File: config.mk
export PLATFORM = sky130hd
export DESIGN_NAME = bcd_counter
export DESIGN_NICKNAME = d
export VERILOG_FILES = /design/src/rtl/bcd_pkg.sv /design/src/rtl/bcd_digit.sv /design/src/rtl/bcd_counter.sv
export SDC_FILE = /design/constraint.sdc
export NUM_CORES = 1
export LEC_CHECK = 0
export CAP_MARGIN = 20
export CORE_ASPECT_RATIO = 0.6
export CORE_UTILIZATION = 42
export CTS_BUF_LIST = sky130_fd_sc_hd__clkbuf_8 sky130_fd_sc_hd__clkbuf_16
export DETAILED_ROUTE_END_ITERATION = 8
export HOLD_SLACK_MARGIN = 0.15
export PLACE_DENSITY = 0.71
export SETUP_SLACK_MARGIN = 0.3
export SLEW_MARGIN = 40
export SYNTH_ARGS = -nofsm -noshare
export SYNTH_HDL_FRONTEND = slang
export SYNTH_HIERARCHICAL = 1
export SYNTH_SLANG_ARGS = --single-unit
export TNS_END_PERCENT = 30
File: constraint.sdc
create_clock -name clk -period 6.1 [get_ports clk]
set_clock_uncertainty 0.1 [all_clocks]
set_input_delay 0.915 -clock clk [delete_from_list [all_inputs] [get_ports clk]]
set_output_delay 0.915 -clock clk [all_outputs]
set_load 0.005 [all_outputs]
File: src/rtl/bcd_pkg.sv
// Shared constants and helpers for the BCD counter and its decade cells.
package bcd_pkg;

  localparam int unsigned DIGIT_W = 4;
  localparam logic [DIGIT_W-1:0] DIGIT_MAX = 4'd9;
  localparam logic [DIGIT_W-1:0] DIGIT_MIN = 4'd0;

  // Map out-of-range nibbles (10-15) to 9 so stored digits stay decimal.
  function automatic logic [DIGIT_W-1:0] clamp_digit(input logic [DIGIT_W-1:0] d);
    return (d > DIGIT_MAX) ? DIGIT_MAX : d;
  endfunction

endpackage

File: src/rtl/bcd_digit.sv
// One decade cell: holds a 0-9 digit, steps up/down on step_in, forwards carry/borrow.
module bcd_digit
  import bcd_pkg::*;
(
  input  logic               clk,
  input  logic               clear,
  input  logic               load,
  input  logic [DIGIT_W-1:0] load_d,
  input  logic               step_in,
  input  logic               up,
  output logic [DIGIT_W-1:0] q,
  output logic               step_out
);

  logic [DIGIT_W-1:0] q_next;
  logic               at_limit;

  // A digit is terminal at 9 when counting up and at 0 when counting down.
  assign at_limit = up ? (q == DIGIT_MAX) : (q == DIGIT_MIN);
  assign step_out = step_in & at_limit;

  always_comb begin
    q_next = q;
    if (load) begin
      q_next = clamp_digit(load_d);
    end else if (step_in) begin
      if (up) begin
        q_next = at_limit ? DIGIT_MIN : DIGIT_W'(q + DIGIT_W'(1));
      end else begin
        q_next = at_limit ? DIGIT_MAX : DIGIT_W'(q - DIGIT_W'(1));
      end
    end
  end

  always_ff @(posedge clk) begin
    if (clear) begin
      q <= DIGIT_MIN;
    end else begin
      q <= q_next;
    end
  end

endmodule

File: src/rtl/bcd_counter.sv
// Multi-digit BCD up/down counter with load, terminal count and a registered wrap pulse.
module bcd_counter
  import bcd_pkg::*;
#(
  parameter int unsigned DIGITS = 4
) (
  input  logic                      clk,
  input  logic                      clear,
  input  logic                      en,
  input  logic                      up,
  input  logic                      load,
  input  logic [DIGIT_W*DIGITS-1:0] load_val,
  output logic [DIGIT_W*DIGITS-1:0] count,
  output logic                      tc,
  output logic                      wrap
);

  // step[i] is the carry/borrow entering digit i; step[DIGITS] leaves the top digit.
  logic [DIGITS:0] step;

  assign step[0] = en;

  for (genvar i = 0; i < DIGITS; i++) begin : g_digit
    bcd_digit u_digit (
      .clk      (clk),
      .clear    (clear),
      .load     (load),
      .load_d   (load_val[DIGIT_W*i +: DIGIT_W]),
      .step_in  (step[i]),
      .up       (up),
      .q        (count[DIGIT_W*i +: DIGIT_W]),
      .step_out (step[i+1])
    );
  end

  assign tc = step[DIGITS];

  // A carry out of the top digit on a plain step edge is a wrap.
  always_ff @(posedge clk) begin
    if (clear) begin
      wrap <= 1'b0;
    end else if (load) begin
      wrap <= 1'b0;
    end else begin
      wrap <= step[DIGITS];
    end
  end

endmodule

==> results.rst, run 1 <==
.. list-table::
   :header-rows: 1

   * - Metric
     - Value
   * - Yosys synthesis warning count
     - 6
   * - Total number of clock tree sinks
     - 17
   * - Post-synthesis sequential area ratio
     - 20.5%
   * - Flop-to-flop setup slack
     - 3.00 ns
   * - Worst-path maximum fanout
     - 35
   * - Hold Violations, Final
     - 0
   * - First drt pass iteration count
     - 4
   * - Clock latency of the later-clocked register in the worst-skew pair
     - 0.25 ns
   * - Area fraction in compound gates after synthesis
     - 34.7%
   * - Global-route wire length before repair
     - 6.67 mm
   * - Die Span Y
     - 50.7 um
   * - Post-DRT Antenna Nets
     - 0
   * - GR Overflow Total
     - 0
   * - Number of vias per cell after detailed routing
     - 5.86
   * - Power density over cell area
     - 173 mW/mm2
   * - Routed via count
     - 1659
   * - Detailed-route DRC error count
     - 0
   * - Area share of fa/ha/maj cells after synthesis
     - 9.05%
   * - Post-synth top area share
     - 20.5%
   * - Number of buffers inserted by post-CTS setup repair
     - 0
   * - Antenna violations before repair
     - 0
   * - Leading area contributor after synthesis
     - dfxtp_1
   * - Final non-filler cell total
     - 283
   * - Highest-utilization routing layer at the global route stage
     - met1
   * - Fill count
     - 363
   * - Start point of the critical path
     - up
   * - Final Max Tran Viols
     - 0
   * - Total Routing Usage GR
     - 19.3%
   * - Register-to-Register Path Depth
     - 13
   * - Worst setup path class
     - in -> out
   * - Wire per inst
     - 14.1 um
   * - Initial drt markers
     - 85
   * - Req. time, crit path
     - 5.08 ns
   * - Simple-Gate Fraction of Synth Area
     - 18.3%
   * - Setup TNS after final layout
     - 0 ns
   * - Maximum frequency from static timing analysis
     - 196 MHz
   * - Share of layout cells above drive strength 1
     - 8.47%
   * - Run status
     - complete, no violations
   * - Final Setup Violations
     - 0
   * - GPL Wtd Cong
     - 0.821
   * - Data arrival time at the worst-slack endpoint
     - 4.08 ns
   * - Number of placed instances, taps included
     - 279
   * - Ranking of synthesized cells by area
     - dfxtp_1 (21%), ha_1 (9.0%), a31oi_1 (6.0%), inv_1 (4.5%), nor2_1 (4.5%)
   * - Root buffer selected by CTS
     - clkbuf_8
   * - Clock tree from TritonCTS
     - yes
   * - Max-capacitance violation count
     - 0
   * - Routed WL
     - 4.00 mm
   * - RSZ-0062 raised after global routing
     - no
   * - Largest family of logic cells by synthesized area
     - compound AO/OA/AOI/OAI gates
   * - Multiplexer area fraction after synthesis
     - 3.62%
   * - Async set-reset flop share out of synthesis
     - 0%
   * - Nature of the critical path startpoint
     - primary input
   * - Number of enable-type register cells in the synthesized netlist
     - 0
   * - Worst setup endpoint
     - tc
   * - Fraction of met3 tracks used by global routing
     - 5.10%
   * - Final Net Count
     - 270
   * - Number of CTS-inserted buffers
     - 3
   * - Synthesized flop and latch total
     - 17
   * - Number of buffer cells added on primary ports
     - 38
   * - Final std cell area, no fill
     - 0.00205 mm2
   * - Chip width
     - 83.1 um
   * - Cells resized by post-CTS repair
     - 0
   * - Pin count of the biggest net entering global routing
     - 42
   * - VDD IR max
     - 0.0849 mV
   * - Ports
     - 39
   * - Maximum number of buffers from clock root to sink
     - 2
   * - Via count of the first global-routing pass
     - 1424
   * - Syn Area/Cell
     - 8.21 um2
   * - Instance area at placement
     - 0.00201 mm2
   * - Capturing point of the worst reg2reg path
     - g_digit[3].u_digit/q[0]$_SDFFE_PP0P_
   * - DIE AREA
     - 0.00421 mm2
   * - Number of antenna diodes
     - 0
   * - Worst relative slew slack
     - 46.7%
   * - Met1 usage
     - 29.0%
   * - Start of the worst register-to-register path
     - g_digit[0].u_digit/q[1]$_SDFFE_PP0P_
   * - Period utilisation layout
     - 83.6%
   * - Area added between synthesis and finish
     - 23.8%
   * - Flip-flop cell with the highest count after synthesis
     - dfxtp_1
   * - Cell Area, Synth
     - 0.00166 mm2
   * - Met2 usage in global routing
     - 28.6%
   * - Core Region
     - 0.00372 mm2
   * - Register clock-pin slew on the reported worst setup and hold paths
     - 0.07 ns
   * - Capturing element type of the critical path
     - primary output
   * - Synthesized netlist net count
     - 235
   * - # H-tree levels
     - 1
   * - Post-Synth XOR/XNOR Area
     - 2.11%
   * - Distinct cells, synth
     - 28
   * - Starting density of the core
     - 44.6%
   * - Final min period
     - 5.10 ns
   * - Post-DP HPWL
     - 2.92 mm
   * - Number of buffers inserted for hold repair after clock tree synthesis
     - 0
   * - Total leakage power
     - 0.823 nW
   * - Slew at the pin closest to its max-slew limit
     - 0.797 ns
   * - Post-Synthesis Cells
     - 202
   * - Hold crit path type
     - reg -> reg
   * - Number of rows created at floorplan
     - 17
==> Yosys cell counts, types with 8 or more instances <==
cell,number
ha_1,12
a31oi_1,16
o31ai_1,8
a21oi_1,8
nor3b_1,8
dfxtp_1,17
nand2_1,12
a41oi_1,8
inv_1,20
o21ai_0,8
nor2_1,20
==> cell families after synthesis <==
kind of cell    count (synthesis)
compound gates                 76
xor+xnor                        4
fa+ha+maj                      12
buf+inv                        32
flops                          17
mux                             4
simple gates                   57
==> sequential cells by signal, summed over array words and instances, names as in the netlist <==
signal and count:
wrap 1, g_digit.u_digit/q 16
==> critical path, stage by stage <==
cell and delay [ns]:
clkdlybuf4s50_1 0.68, buf_4 0.42, a31oi_1 0.19, nor3b_1 0.21
buf_4 0.18, nor3b_1 0.56, nor3b_1 0.35, clkdlybuf4s50_1 0.56
==> routing by layer <==
layer | share of wire (%) | up-vias | wire length [um]
met5 | 0 | - | 0
met4 | 0 | 0 | 0
met3 | 5.8 | 0 | 233
met2 | 40 | 51 | 1590
met1 | 54 | 776 | 2170
li1 | - | 832 | -
==> power breakdown <==
group          switching [mW]  internal, mW
logic                  0.0622        0.0689
registers              0.0196         0.120
clock network          0.0400        0.0447
total                   0.122         0.234
==> per-stage QoR <==
| step | worst slack, ns | power (mW) | utilization [%] | hold WS (ns) |
|---|---|---|---|---|
| floorplan | 1.99 | 0.224 | - | 0.448 |
| global placement | 1.11 | 0.271 | 53.9 | 0.488 |
| detailed placement | 1.06 | 0.271 | 53.9 | 0.485 |
| CTS | 1.03 | 0.357 | 55.2 | 0.499 |
| global route | 0.663 | 0.381 | 55.2 | 0.549 |
| finish | 1.00 | 0.356 | 55.2 | 0.505 |
==> area by class of cell <==
cell class,count,area (um2),share of cell area (%)
multi-input combinational,153,1120,54.7
timing repair buffer,42,410,20.0
sequential,17,340,16.6
inverter,20,75.1,3.66
tap,47,58.8,2.86
clock buffer,3,41.3,2.01
clock inverter,1,3.75,0.183
==> placed cells by master, fill, tap and decap left out, types with 8 or more instances in the layout <==
cell type	n
clkdlybuf4s50_1	38
inv_1	21
nor2_1	20
dfxtp_1	17
a31oi_1	16
nand2_1	12
ha_1	12
nor3b_1	8
a41oi_1	8
o21ai_0	8
o31ai_1	8
a21oi_1	8
==> worst min path at each step <==
stage                                              start                                   end  slack (ns)  cells past startpoint
global placement    g_digit[0].u_digit/q[0]$_SDFFE_PP0P_  g_digit[0].u_digit/q[0]$_SDFFE_PP0P_        0.49                      2
global route        g_digit[3].u_digit/q[0]$_SDFFE_PP0P_  g_digit[3].u_digit/q[0]$_SDFFE_PP0P_        0.55                      2
finish              g_digit[2].u_digit/q[0]$_SDFFE_PP0P_  g_digit[2].u_digit/q[0]$_SDFFE_PP0P_        0.50                      2
floorplan           g_digit[0].u_digit/q[0]$_SDFFE_PP0P_  g_digit[0].u_digit/q[0]$_SDFFE_PP0P_        0.45                      2
CTS                 g_digit[2].u_digit/q[0]$_SDFFE_PP0P_  g_digit[2].u_digit/q[0]$_SDFFE_PP0P_        0.50                      2
detailed placement  g_digit[2].u_digit/q[0]$_SDFFE_PP0P_  g_digit[2].u_digit/q[0]$_SDFFE_PP0P_        0.49                      2
No activity file was read; power rests on OpenSTA's default activity.
==> run 2, diff against run 1 <==
==> constraint.sdc (replaced) <==
create_clock -name clk -period 5.16 [get_ports clk]
set_clock_uncertainty 0.1 [all_clocks]
set_input_delay 0.774 -clock clk [delete_from_list [all_inputs] [get_ports clk]]
set_output_delay 0.774 -clock clk [all_outputs]
set_load 0.005 [all_outputs]
==> run 2 against run 1 <==
Combinational power is 18% higher. Global-route usage is 0.38 points lower. Die area is the same. Utilization is 0.40 points higher. Worst setup slack worse by 0.22 ns. Via count down 1.0%. Sequential share of layout area shrank 0.12 points. Worst hold slack worse by 0.0099 ns. First-iteration DRC count is 32% higher. Critical path depth is 3 higher. Final area increased by 0.73%. Non-clock buffer count rose by 2. Critical endpoint unchanged. Largest power group unchanged.
==> results.rst, run 2 (same netlist as run 1, synthesis figures left out) <==
.. list-table::
   :header-rows: 1

   * - Metric
     - Value
   * - Global-route wire length before repair
     - 6.55 mm (-1.8%)
   * - Worst hold-check slack
     - 0.495 ns (-0.00988 ns)
   * - Register clock-pin slew on the reported worst setup and hold paths
     - 0.06 ns (about the same)
   * - Run status
     - complete, no violations
   * - # H-tree levels
     - 1 (unchanged)
   * - Starting density of the core
     - 44.6% (unchanged)
   * - Detailed-route DRC error count
     - 0 (unchanged)
   * - Commonest cells after routing, fill and taps aside
     - clkdlybuf4s50_1 (38), inv_1 (21), nor2_1 (20), dfxtp_1 (17), a31oi_1 (16)
   * - Most common library cell in the layout ignoring fill and taps
     - clkdlybuf4s50_1
   * - Antenna violations before repair
     - 0 (unchanged)
   * - Sequential share of power
     - 39.5% (+0.2 points)
   * - Chip width
     - 83.1 um (unchanged)
   * - Nature of the critical path startpoint
     - primary input
   * - Instance area at placement
     - 0.00202 mm2 (+0.75%)
   * - Share of layout cells above drive strength 1
     - 9.24% (+0.77 points)
   * - Initial drt markers
     - 112 (+32%)
   * - Switching power as a share of total power
     - 33.6% (-0.62 points)
   * - RSZ-0062 raised after global routing
     - no
   * - Clock latency of the later-clocked register in the worst-skew pair
     - 0.25 ns (about the same)
   * - Die Span Y
     - 50.7 um (unchanged)
   * - Core Region
     - 0.00372 mm2 (unchanged)
   * - Worst-path maximum fanout
     - 13 (-63%)
   * - Root buffer selected by CTS
     - clkbuf_8
   * - Number of vias per cell after detailed routing
     - 5.76 (-1.7%)
   * - Final Net Count
     - 272 (+0.74%)
   * - Total number of clock tree sinks
     - 17 (unchanged)
   * - Routed WL
     - 3.83 mm (-4.1%)
   * - Part of the total power dissipated in combinational logic
     - 37.2% (+0.3 points)
   * - Overall Power
     - 0.417 mW (+17%)
   * - Req. time, crit path
     - 4.29 ns (-0.79 ns)
   * - Post-DP HPWL
     - 2.89 mm (-1.2%)
   * - Final Max Tran Viols
     - 0 (unchanged)
   * - Power dissipated by switching net loads
     - 0.140 mW (+15%)
   * - Number of buffers inserted by post-CTS setup repair
     - 0 (unchanged)
   * - Final std cell area, no fill
     - 0.00207 mm2 (+0.73%)
   * - Flip-flop count of the largest register, all copies and words added
     - 16 (unchanged)
   * - Area added between synthesis and finish
     - 24.7%
   * - Register with the most flip-flops
     - g_digit.u_digit/q
   * - Final non-filler cell total
     - 285 (+0.71%)
   * - Wire per inst
     - 13.4 um (-4.8%)
   * - Worst relative slew slack
     - 47.2% (+0.49 points)
   * - Pin count of the biggest net entering global routing
     - 31 (-26%)
   * - Power density over cell area
     - 202 mW/mm2 (+16%)
   * - DIE AREA
     - 0.00421 mm2 (unchanged)
   * - Maximum number of buffers from clock root to sink
     - 2 (unchanged)
   * - Leading registers by flop count
     - g_digit.u_digit/q (16), wrap (1)
   * - Final min period
     - 4.38 ns
   * - GPL Wtd Cong
     - 0.831 (+1.2%)
   * - Ports
     - 39 (unchanged)
   * - Max-capacitance violation count
     - 0 (unchanged)
   * - Hold Violations, Final
     - 0 (unchanged)
   * - Setup TNS after final layout
     - 0 ns (unchanged)
   * - Number of placed instances, taps included
     - 281 (+0.72%)
   * - Hold crit path type
     - reg -> reg
   * - Maximum frequency from static timing analysis
     - 228 MHz
   * - GR Overflow Total
     - 0 (unchanged)
   * - Part of the power in the clock network
     - 23.3% (-0.5 points)
   * - Number of buffers inserted for hold repair after clock tree synthesis
     - 0 (unchanged)
   * - Via count of the first global-routing pass
     - 1435 (+0.77%)
   * - Capturing element type of the critical path
     - primary output
   * - Total Routing Usage GR
     - 19.0% (-0.38 points)
   * - Final Setup Violations
     - 0 (unchanged)
   * - Slew at the pin closest to its max-slew limit
     - 0.790 ns (-0.00729 ns)
   * - Routed via count
     - 1642 (-1.0%)
   * - Cells resized by post-CTS repair
     - 0 (unchanged)
   * - Total leakage power
     - 0.834 nW (+1.2%)
   * - VDD IR max
     - 0.115 mV (+36%)
   * - Data arrival time at the worst-slack endpoint
     - 3.51 ns (-0.57 ns)
   * - Worst setup path class
     - in -> out
   * - Number of rows created at floorplan
     - 17 (unchanged)
   * - Number of buffer cells added on primary ports
     - 38 (unchanged)
   * - Number of antenna diodes
     - 0 (unchanged)
   * - First drt pass iteration count
     - 4 (unchanged)
   * - Clock tree from TritonCTS
     - yes
   * - Post-DRT Antenna Nets
     - 0 (unchanged)
   * - Period utilisation layout
     - 84.9%
   * - Number of CTS-inserted buffers
     - 3 (unchanged)
   * - Design internal power
     - 0.277 mW (+18%)
## run 2: layer usage
layer	routed length [um]	share of wire, %	vias to the layer above	track usage [%]
met1	2080	54	734	28.2
met5	0	0	-	0
met3	278	7.3	0	5.92
li1	-	-	843	-
met2	1480	39	65	27.6
met4	0	0	0	0.862
## run 2: power by group through the flow
stage	registers, mW	logic (mW)	clock network, mW
finish	0.165	0.155	0.0973
global route	0.168	0.173	0.109
CTS	0.164	0.155	0.101
detailed placement	0.167	0.154	0
global placement	0.168	0.153	0
floorplan	0.161	0.104	0
## run 2: cell type report
type	instances	area, um2
sequential	17	340
timing repair buffer	44	425
multi-input combinational	153	1120
tap	47	58.8
fill	351	1650
clock inverter	1	3.75
clock buffer	3	41.3
inverter	20	75.1
## run 2: critical path: stages
cell             delay [ns]
clkdlybuf4s50_1        0.51
buf_4                  0.21
a31oi_1                0.14
nor3b_1                0.20
buf_4                  0.17
nor3b_1                0.18
buf_4                  0.17
nor3b_1                0.21
buf_4                  0.18
nor3b_1                0.22
clkdlybuf4s50_1        0.55
## run 2: through the flow
| stage | worst slack (ns) | utilization [%] |
|---|---|---|
| after floorplan | 1.33 | - |
| after global placement | 0.801 | 54.4 |
| after detailed placement | 0.823 | 54.4 |
| after CTS | 0.752 | 55.6 |
| after global routing | 0.525 | 55.6 |
| final | 0.779 | 55.6 |
## run 2: path summary, 6_finish.rpt
kind	start	end	slack [ns]	cells past startpoint
min reg2reg	g_digit[1].u_digit/q[0]$_SDFFE_PP0P_	g_digit[1].u_digit/q[0]$_SDFFE_PP0P_	0.49	2
max	up	tc	0.78	11
max reg2reg	g_digit[0].u_digit/q[0]$_SDFFE_PP0P_	g_digit[3].u_digit/q[1]$_SDFFE_PP0P_	2.35	13
min	g_digit[1].u_digit/q[0]$_SDFFE_PP0P_	g_digit[1].u_digit/q[0]$_SDFFE_PP0P_	0.49	2
==> run 3, diff against run 2 <==
==> constraint.sdc (replaced) <==
create_clock -name clk -period 4.3 [get_ports clk]
set_clock_uncertainty 0.1 [all_clocks]
set_input_delay 0.645 -clock clk [delete_from_list [all_inputs] [get_ports clk]]
set_output_delay 0.645 -clock clk [all_outputs]
set_load 0.005 [all_outputs]
==> run 3 against run 2 <==
Flip-flop and latch count is the same. Via count increased by 1.9%. Count of clock-buffer cells in the layout stayed put. First-iteration DRC count is 31% higher. Wire length increased by 4.8%. Sequential share of layout area down 0.079 points. Critical path type unchanged. Critical endpoint unchanged. Largest cell class unchanged. Highest routed layer unchanged.
==> results.rst, run 3 (same netlist as run 1, synthesis figures left out) <==
.. list-table::
   :header-rows: 1

   * - Metric
     - Value
   * - Run status
     - complete, no violations
   * - Pin count of the biggest net entering global routing
     - 42 (+35%)
   * - Ports
     - 39 (unchanged)
   * - Register-to-Register Path Depth
     - 12 (-1)
   * - Commonest cells after routing, fill and taps aside
     - clkdlybuf4s50_1 (38), inv_1 (21), nor2_1 (20), dfxtp_1 (17), a31oi_1 (16)
   * - Share of layout cells above drive strength 1
     - 10.1% (+0.84 points)
   * - Met1 usage
     - 29.3% (+1.1 points)
   * - Final Max Tran Viols
     - 0 (unchanged)
   * - Max stage delay on crit path
     - 0.55 ns (about the same)
   * - Overall Power
     - 0.510 mW (+22%)
   * - Setup TNS after final layout
     - 0 ns (unchanged)
   * - Flip-flop count of the largest register, all copies and words added
     - 16 (unchanged)
   * - VDD IR max
     - 0.141 mV (+22%)
   * - Register clock-pin slew on the reported worst setup and hold paths
     - 0.07 ns (about the same)
   * - Number of buffers inserted for hold repair after clock tree synthesis
     - 0 (unchanged)
   * - Final Setup Violations
     - 0 (unchanged)
   * - Startpoint of the worst hold path
     - g_digit[3].u_digit/q[0]$_SDFFE_PP0P_
   * - Met2 usage in global routing
     - 27.6% (unchanged)
   * - First drt pass iteration count
     - 4 (unchanged)
   * - Most common library cell in the layout ignoring fill and taps
     - clkdlybuf4s50_1
   * - Final min period
     - 3.81 ns
   * - Start of the worst register-to-register path
     - g_digit[0].u_digit/q[1]$_SDFFE_PP0P_
   * - Power density over cell area
     - 245 mW/mm2 (+22%)
   * - Hold crit path type
     - reg -> reg
   * - Fraction of met3 tracks used by global routing
     - 5.76% (-0.16 points)
   * - Maximum number of buffers from clock root to sink
     - 2 (unchanged)
   * - Leading registers by flop count
     - g_digit.u_digit/q (16), wrap (1)
   * - Worst setup path class
     - in -> out
   * - Critical-path cell with the highest stage delay
     - clkdlybuf4s50_1
   * - Total leakage power
     - 0.836 nW (+0.26%)
   * - Routed via count
     - 1674 (+1.9%)
   * - Number of antenna diodes
     - 0 (unchanged)
   * - Initial drt markers
     - 147 (+31%)
   * - Data arrival time at the worst-slack endpoint
     - 3.06 ns (-0.45 ns)
   * - Period utilisation layout
     - 88.5%
   * - Critical Path, Cell by Cell
     - clkdlybuf4s50_1 > nor3b_1 > a31oi_1 > nor3b_1 > nor3b_1 > nor3b_2 > nor3b_2 > clkdlybuf4s50_1
   * - Area added between synthesis and finish
     - 25.3%
   * - Final Net Count
     - 272 (unchanged)
   * - Die Span Y
     - 50.7 um (unchanged)
   * - Slew at the pin closest to its max-slew limit
     - 0.801 ns (+0.0117 ns)
   * - Clock tree from TritonCTS
     - yes
   * - Wire per inst
     - 14.1 um (+4.8%)
   * - Number of buffer cells added on primary ports
     - 38 (unchanged)
   * - Clock latency of the later-clocked register in the worst-skew pair
     - 0.25 ns (about the same)
   * - Flop-to-flop setup slack
     - 1.65 ns (-0.70 ns)
   * - Req. time, crit path
     - 3.56 ns (-0.73 ns)
   * - Post-DRT Antenna Nets
     - 0 (unchanged)
   * - Total number of clock tree sinks
     - 17 (unchanged)
   * - Starting density of the core
     - 44.6% (unchanged)
   * - Register with the most flip-flops
     - g_digit.u_digit/q
   * - Hold Violations, Final
     - 0 (unchanged)
   * - GR Overflow Total
     - 0 (unchanged)
   * - Root buffer selected by CTS
     - clkbuf_8
   * - Nature of the critical path startpoint
     - primary input
   * - Worst-path maximum fanout
     - 4 (-9)
   * - Setup Slack @ Placement
     - 0.451 ns (-0.371 ns)
   * - Routed WL
     - 4.01 mm (+4.8%)
   * - RSZ-0062 raised after global routing
     - no
   * - Capturing point of the worst reg2reg path
     - g_digit[3].u_digit/q[0]$_SDFFE_PP0P_
   * - Number of rows created at floorplan
     - 17 (unchanged)
   * - CP most frequent cell
     - nor3b_1
   * - Via count of the first global-routing pass
     - 1364 (-4.9%)
   * - Number of buffers inserted by post-CTS setup repair
     - 0 (unchanged)
   * - End point of the most critical hold path
     - g_digit[3].u_digit/q[0]$_SDFFE_PP0P_
   * - Maximum frequency from static timing analysis
     - 263 MHz
   * - DIE AREA
     - 0.00421 mm2 (unchanged)
   * - Number of CTS-inserted buffers
     - 3 (unchanged)
   * - Max-capacitance violation count
     - 0 (unchanged)
   * - Detailed-route DRC error count
     - 0 (unchanged)
   * - Global-route wire length before repair
     - 6.67 mm (+1.8%)
   * - Number of vias per cell after detailed routing
     - 5.87 (+1.9%)
   * - Capturing element type of the critical path
     - primary output
   * - Total Routing Usage GR
     - 19.3% (+0.36 points)
   * - Highest-utilization routing layer at the global route stage
     - met1
   * - GPL Wtd Cong
     - 0.863 (+3.8%)
   * - Antenna violations before repair
     - 0 (unchanged)
   * - # H-tree levels
     - 1 (unchanged)
   * - Cell depth of the worst min-delay path
     - 2 (unchanged)
   * - Least setup slack across all paths after layout
     - 0.495 ns (-0.285 ns)
   * - Post-DP HPWL
     - 2.88 mm (-0.33%)
   * - Worst relative slew slack
     - 46.4% (-0.79 points)
   * - Core Region
     - 0.00372 mm2 (unchanged)
   * - Chip width
     - 83.1 um (unchanged)
run 3: cell count changes in the layout (fill, tap and decap cells not counted):
cell / change
nor3b_2: +2
nor3b_1: -2
run 3: worst max path at each step:
stage	start	end	slack [ns]
after floorplan	up	tc	0.73
after global placement	up	tc	0.50
after detailed placement	up	tc	0.45
after CTS	up	tc	0.42
after global routing	up	tc	0.30
final	up	tc	0.49
run 3: timing repair:
action | 4_1_cts | 5_1_grt
pin swaps | 0 | 0
cloned | 0 | 0
gates resized for setup | 1 | 1
endpoints found under the setup margin | 1 | 1
hold endpoints to repair | 0 | 0
run 3: through the flow:
step                cell area [um2]  cells  util, %  hold WS, ns
CTS                            2070    285     55.7        0.508
floorplan                      1660    202        -        0.448
global route                   2080    285     55.8        0.551
detailed placement             2020    281     54.4        0.498
finish                         2080    285     55.8        0.503
global placement               2020    281     54.4        0.483
run 3: worst max-delay path, delay by kind of cell:
family,cells,cell delay (ns)
AO/OA/AOI/OAI,1,0.09
buffers and inverters,2,1.02
AND/OR/NAND/NOR,5,1.32
run 3: area by class of cell:
class | instances | area, um2
timing repair buffer | 44 | 425
clock buffer | 3 | 41.3
multi-input combinational | 153 | 1130
clock inverter | 1 | 3.75
tap | 47 | 58.8
fill | 346 | 1640
sequential | 17 | 340
inverter | 20 | 75.1
run 3: routing by layer:
layer / up-vias / part of all wire [%]
met1: 776 / 54
met3: 0 / 6.6
met4: 0 / 0
li1: 837 / -
met5: - / 0
met2: 61 / 40
run 3: power breakdown:
| group | internal, mW | leakage [nW] | switching (mW) |
|---|---|---|---|
| Combinational | 0.0986 | 0.668 | 0.0889 |
| Sequential | 0.170 | 0.141 | 0.0289 |
| Clock | 0.0635 | 0.0269 | 0.0596 |
| Total | 0.332 | 0.836 | 0.177 |
